--- src/rtl/mac_row_feeder.sv ---
// -----------------------------------------------------------------------------
// mac_row_feeder
//   Upstream stage of the fixed-point MAC array. Holds a J x A binary selection
//   matrix M and, for each frame, pairs J incoming 32-bit samples with matrix
//   rows 0..J-1. The pair is emitted as two lockstep streams (vinput / M_row)
//   with tvalid and tlast (tlast on row J-1). One start command runs I frames,
//   then a one-cycle done pulse is issued. The MAC cannot stall, so every
//   output beat is unconditional once produced.
//
// Ports
//   clk            rising-edge clock
//   rst            asynchronous active-high reset (clears state and matrix)
//   m_wr_en        matrix row write strobe (honoured only while idle)
//   m_wr_addr      row index to write (rows >= J are dropped)
//   m_wr_data      row contents, bit k = selection for MAC lane k
//   start          single-cycle command to begin I frames (ignored unless idle)
//   s_vin          upstream sample
//   s_vin_tvalid   upstream sample valid
//   s_vin_tready   feeder accepts a sample (high only while streaming)
//   vinput         sample to the MAC
//   vinput_tvalid  sample valid to the MAC
//   vinput_tlast   last row of the frame
//   M_row          matrix row aligned with vinput
//   M_row_tvalid   same as vinput_tvalid
//   M_row_tlast    same as vinput_tlast
//   busy           high while streaming or in the inter-frame gap
//   done           one-cycle pulse the cycle after the final output beat
//   frame_cnt      frames completed in the current run
// -----------------------------------------------------------------------------
module mac_row_feeder #(
  parameter int J = 14,
  parameter int A = 2,
  parameter int I = 7,
  localparam int J_WIDTH = $clog2(J) + 1,
  localparam int I_WIDTH = $clog2(I) + 1
) (
  input  logic               clk,
  input  logic               rst,
  input  logic               m_wr_en,
  input  logic [J_WIDTH-1:0] m_wr_addr,
  input  logic [A-1:0]       m_wr_data,
  input  logic               start,
  input  logic [31:0]        s_vin,
  input  logic               s_vin_tvalid,
  output logic               s_vin_tready,
  output logic [31:0]        vinput,
  output logic               vinput_tvalid,
  output logic               vinput_tlast,
  output logic [A-1:0]       M_row,
  output logic               M_row_tvalid,
  output logic               M_row_tlast,
  output logic               busy,
  output logic               done,
  output logic [I_WIDTH-1:0] frame_cnt
);

  localparam logic [J_WIDTH-1:0] LAST_ROW = J_WIDTH'(J - 1);
  localparam logic [J_WIDTH-1:0] NUM_ROWS = J_WIDTH'(J);
  localparam logic [I_WIDTH-1:0] NUM_FRAMES = I_WIDTH'(I);

  typedef enum logic [1:0] {
    ST_IDLE   = 2'd0,
    ST_STREAM = 2'd1,
    ST_GAP    = 2'd2,
    ST_DONE   = 2'd3
  } state_t;

  state_t               state_q, state_d;
  logic [J_WIDTH-1:0]   row_q, row_d;
  logic [I_WIDTH-1:0]   frame_q, frame_d;
  logic [A-1:0]         m_q [J];

  logic [31:0]          vin_q;
  logic [A-1:0]         mrow_q;
  logic                 tvalid_q;
  logic                 tlast_q;
  logic                 busy_q;
  logic                 done_q;

  logic                 xfer_s;
  logic                 last_row_s;
  logic                 wr_ok_s;
  logic [I_WIDTH-1:0]   frame_inc_s;
  logic [A-1:0]         row_sel_s;

  // Handshake and row bookkeeping helpers
  assign s_vin_tready = (state_q == ST_STREAM);
  assign xfer_s       = s_vin_tvalid && (state_q == ST_STREAM);
  assign last_row_s   = (row_q == LAST_ROW);
  assign frame_inc_s  = frame_q + I_WIDTH'(1);
  // Writes are only taken while idle so M cannot change under a running frame
  assign wr_ok_s      = m_wr_en && (state_q == ST_IDLE) && (m_wr_addr < NUM_ROWS);

  // Row select mux: AND-OR form keeps the index width independent of J
  always_comb begin
    row_sel_s = {A{1'b0}};
    for (int r = 0; r < J; r++) begin
      row_sel_s = row_sel_s | (m_q[r] & {A{row_q == J_WIDTH'(r)}});
    end
  end

  // Next-state, row counter and frame counter logic
  always_comb begin
    state_d = state_q;
    row_d   = row_q;
    frame_d = frame_q;
    case (state_q)
      ST_IDLE: begin
        if (start) begin
          state_d = ST_STREAM;
          row_d   = {J_WIDTH{1'b0}};
          frame_d = {I_WIDTH{1'b0}};
        end else begin
          state_d = ST_IDLE;
        end
      end
      ST_STREAM: begin
        if (xfer_s) begin
          if (last_row_s) begin
            row_d   = {J_WIDTH{1'b0}};
            frame_d = frame_inc_s;
            // Last frame skips the gap and goes straight to done
            if (frame_inc_s < NUM_FRAMES) begin
              state_d = ST_GAP;
            end else begin
              state_d = ST_DONE;
            end
          end else begin
            row_d = row_q + J_WIDTH'(1);
          end
        end else begin
          state_d = ST_STREAM;
        end
      end
      // One idle cycle so the accumulator can close its frame
      ST_GAP:  state_d = ST_STREAM;
      ST_DONE: state_d = ST_IDLE;
      default: state_d = ST_IDLE;
    endcase
  end

  // State, row and frame registers
  always_ff @(posedge clk or posedge rst) begin
    if (rst) begin
      state_q <= ST_IDLE;
      row_q   <= {J_WIDTH{1'b0}};
      frame_q <= {I_WIDTH{1'b0}};
    end else begin
      state_q <= state_d;
      row_q   <= row_d;
      frame_q <= frame_d;
    end
  end

  // Selection matrix storage
  always_ff @(posedge clk or posedge rst) begin
    if (rst) begin
      for (int r = 0; r < J; r++) begin
        m_q[r] <= {A{1'b0}};
      end
    end else begin
      for (int r = 0; r < J; r++) begin
        if (wr_ok_s && (m_wr_addr == J_WIDTH'(r))) begin
          m_q[r] <= m_wr_data;
        end
      end
    end
  end

  // Output beat registers: data/row hold when no transfer, valid/last drop
  always_ff @(posedge clk or posedge rst) begin
    if (rst) begin
      vin_q    <= 32'd0;
      mrow_q   <= {A{1'b0}};
      tvalid_q <= 1'b0;
      tlast_q  <= 1'b0;
    end else if (xfer_s) begin
      vin_q    <= s_vin;
      mrow_q   <= row_sel_s;
      tvalid_q <= 1'b1;
      tlast_q  <= last_row_s;
    end else begin
      tvalid_q <= 1'b0;
      tlast_q  <= 1'b0;
    end
  end

  // Status registers; done fires the cycle after DONE so it trails the last beat
  always_ff @(posedge clk or posedge rst) begin
    if (rst) begin
      busy_q <= 1'b0;
      done_q <= 1'b0;
    end else begin
      busy_q <= (state_d == ST_STREAM) || (state_d == ST_GAP);
      done_q <= (state_q == ST_DONE);
    end
  end

  assign vinput        = vin_q;
  assign vinput_tvalid = tvalid_q;
  assign vinput_tlast  = tlast_q;
  assign M_row         = mrow_q;
  assign M_row_tvalid  = tvalid_q;
  assign M_row_tlast   = tlast_q;
  assign busy          = busy_q;
  assign done          = done_q;
  assign frame_cnt     = frame_q;

endmodule

--- config.mk ---
export PLATFORM = sky130hd
export DESIGN_NAME = mac_row_feeder
export DESIGN_NICKNAME = d
export VERILOG_FILES = /design/src/rtl/mac_row_feeder.sv
export SDC_FILE = /design/constraint.sdc
export NUM_CORES = 1
export LEC_CHECK = 0
export ABC_AREA = 1
export BUFFER_PORTS_ARGS = -buffer_cell sky130_fd_sc_hd__buf_2
export CAP_MARGIN = 25
export CORE_MARGIN = 2
export CORE_UTILIZATION = 39
export CTS_BUF_LIST = sky130_fd_sc_hd__clkbuf_2
export DETAILED_ROUTE_END_ITERATION = 10
export PLACE_DENSITY = 0.63
export SLEW_MARGIN = 20
export SYNTH_ARGS = -nofsm -noshare
export SYNTH_HDL_FRONTEND = slang
export SYNTH_SLANG_ARGS = --single-unit
--- constraint.sdc ---
create_clock -name clk -period 2.9 [get_ports clk]
set_clock_uncertainty 0.15 [all_clocks]
set_input_delay 0.145 -clock clk [delete_from_list [all_inputs] [get_ports clk]]
set_output_delay 0.145 -clock clk [all_outputs]
set_load 0.02 [all_outputs]
==> impl_metrics.toml <==
[pwr]
pwr-share-clk = 0.183
internal-power_mw = 2.33
power_density_mw_per_mm2 = 828
seqPwrFrac = 0.424
power_leakage_nw = 2.53
sw_frac_of_total = 0.405
ir_worst_vdd_mv = 0.262
switchingPower_mw = 1.59
combPwrFrac = 0.393
power_mw = 3.92

[synthesis]
synthCells = 425
ys_seq_area_frac = 0.547
synth-edff-count = 0
ys_seq_elements = 77
ys.warnings.count = 0
syn-num-nets = 475
yosysTopAreaCellShare = 0.547
yosysUniqueCellTypes = 30
syn_area_per_cell_sq_um = 8.29
synth_area_leaders = "dfrtp_1 (55%), nand2_1 (18%), o21ai_0 (4.7%)"
syn_area_sq_mm = 0.00352
yosysTopAreaCell = "dfrtp_1"
synth-main-ff-cell = "dfrtp_1"
async_flop_share = 1.00

[critical_path]
startpoint = "state_q[1]"
cpLargestDelayFamily = "buffers and inverters"
endpoint_kind = "register"
crit_path_cell_trace = "nor2_2 > nand3b_2 > nor3_4 > nand2_1 > dlygate4sd3_1 > nand2_1 > o21ai_0 > dlygate4sd3_1"
slowest_stage = "dlygate4sd3_1"
worst-path-buf-inv = 2
worstReg2RegStart = "state_q[1]"
worstPathArrival_ns = 3.01
critical-path-max-stage-delay_ns = 0.60
crit_required_ns = 3.14
startpoint_type = "register"
critPathMaxFanout = 5
critical_path_class = "register to register"

[grt]
grt_max_degree = 46
grt_antenna_before_repair = 0
grt_pass1_vias = 3091
grt_pass1_wl_mm = 14.7
gr-usage-all-layers = 0.187
overflow = 0

[cells_and_area]
drive_gt1_frac = 0.225
final_common_cell = "nand2_1"
final_cell_mix = "nand2_1 (173), buf_2 (88), dfrtp_1 (77)"
area_delta_synth_final_pct = 34.3
nets = 616
antennaDiodeCount = 0

[clock_tree]
cts_root_buf = "clkbuf_2"
cts_sinks = 77
cts_buffers = 9
cts_buffer_depth = 2
clkTransAtPathRegs_ns = 0.22
htree_levels = 3
insertion_delay_ns = 0.50
cts_tree = "built"

[sta]
finalCritPeriodShare = 0.955
rsz0062_at_grt = "false"
slew_headroom = 0.520
hold_violations = 0
finalSetupViolCount = 0
fmax_mhz = 361
slew_viol_final = 0
finalCriticalPeriod_ns = 2.77
setup_tns_ns = 0
tightestPinTransition_ns = 0.719
setup_ws_ns = 0.130

[routing]
ant_nets = 0
finalWirelength_mm = 8.87
drt_iter0_drc = 153
drc = 0
detail_route.first_pass.iterations = 4
wl_per_cell_um = 13.1
vias = 3217
via_per_inst = 4.74

[worst_hold_path]
min_from = "m_wr_addr[4]"
worstHoldPathType = "input pin to register"

[floorplan]
ios = 89
start_util = 0.404
die_y_um = 99.1
chipWidth_um = 99.1
die-area_sq_mm = 0.00981
rows = 34
core_sq_mm = 0.00872

[place]
dp_slack_ns = 1.09
place_hpwl_mm = 6.04
port-buffer-count = 88
gp_congestion = 0.892

[job]
cap_viol_max_count = 0

[status]
status = "finished clean"
[stage by stage]
stage                      util  hold WS, ns  area, sq um  instances
after floorplan               -        0.105         3520        425
final                     0.542        0.112         4730        678
after detailed placement  0.467        0.158         4070        613
after global routing      0.542       0.0908         4730        678
after global placement    0.467        0.154         4070        613
after CTS                 0.541       0.0269         4720        678
[worst paths after layout]
path	to	slack, ns	cells past startpoint
max	m_q[27]	0.13	8
min	m_q[16]	0.11	5
max reg2reg	m_q[27]	0.13	8
min reg2reg	vinput[9]	0.35	2
max in group asynchronous	vinput[11]	1.74	4
min in group asynchronous	vinput[19]	0.18	3
[timing repair]
action                                  in CTS  in global routing
gates resized for setup                      0                  2
hold buffers                                50                  0
hold endpoints to repair                   101                  0
buffers inserted                             0                  0
endpoints found under the setup margin       0                  1
[routing by layer]
metal,track usage,wire length [um],up-vias
li1,-,-,1618
met1,0.258,4250,1499
met2,0.295,4080,84
met3,0.0326,407,16
met4,0.0695,133,0
met5,0,0,-
[area by class of cell]
class                           count  area, sq um
Clock inverter                      6          103
Multi-Input combinational cell    302         1410
Clock buffer                        9         45.0
Inverter                           35          131
Sequential cell                    77         1930
Tap cell                          108          135
Fill cell                         813         3990
Timing Repair Buffer              141          976
[power groups by stage]
| stage | Combinational (mW) | Sequential, mW | Clock, mW |
|---|---|---|---|
| 3_5_place_dp | 1.47 | 1.68 | 0 |
| 4_1_cts | 1.55 | 1.66 | 0.741 |
| 2_1_floorplan | 0.687 | 1.96 | 0 |
| 3_3_place_gp | 1.43 | 1.68 | 0 |
| 6_report | 1.54 | 1.66 | 0.716 |
| 5_1_grt | 1.71 | 1.71 | 0.784 |
[logic make-up (layout without fill, tap and decap cells)]
group                      after synthesis  count (layout)  share of synthesized area
AOI/OAI and AO/OA                       45              45                     0.0671
xor gates and xnor gates                 2               2                    0.00497
adders and majority gates                6               6                     0.0213
buffers and inverters                   46             191                     0.0550
DFF                                     77              77                      0.547
and+or+nand+nor                        249             249                      0.305
[worst reg2reg max path, delay by kind of cell, from the launching register on]
kind,cells,cell delay (ns)
AOI/OAI and AO/OA,1,0.06
buffers and inverters,2,1.18
DFF,1,0.50
and+or+nand+nor,5,0.78
[cells in the mapped netlist (all sizes together) (3+ instances only)]
master / count
nand2: 180
nor2: 27
ha: 6
nor3: 5
inv: 35
nand3b: 3
a21oi: 5
dfrtp: 77
buf: 6
o21ai: 36
clkbuf: 5
nand3: 30
[state kept, by name (all words and copies together), names as in the netlist]
register / cells
vinput: 32
M_row_tlast: 1
frame_cnt: 4
done: 1
row_q: 5
M_row: 2
M_row_tvalid: 1
busy: 1
m_q: 28
state_q: 2
No activity file was read; power rests on OpenSTA's default activity.
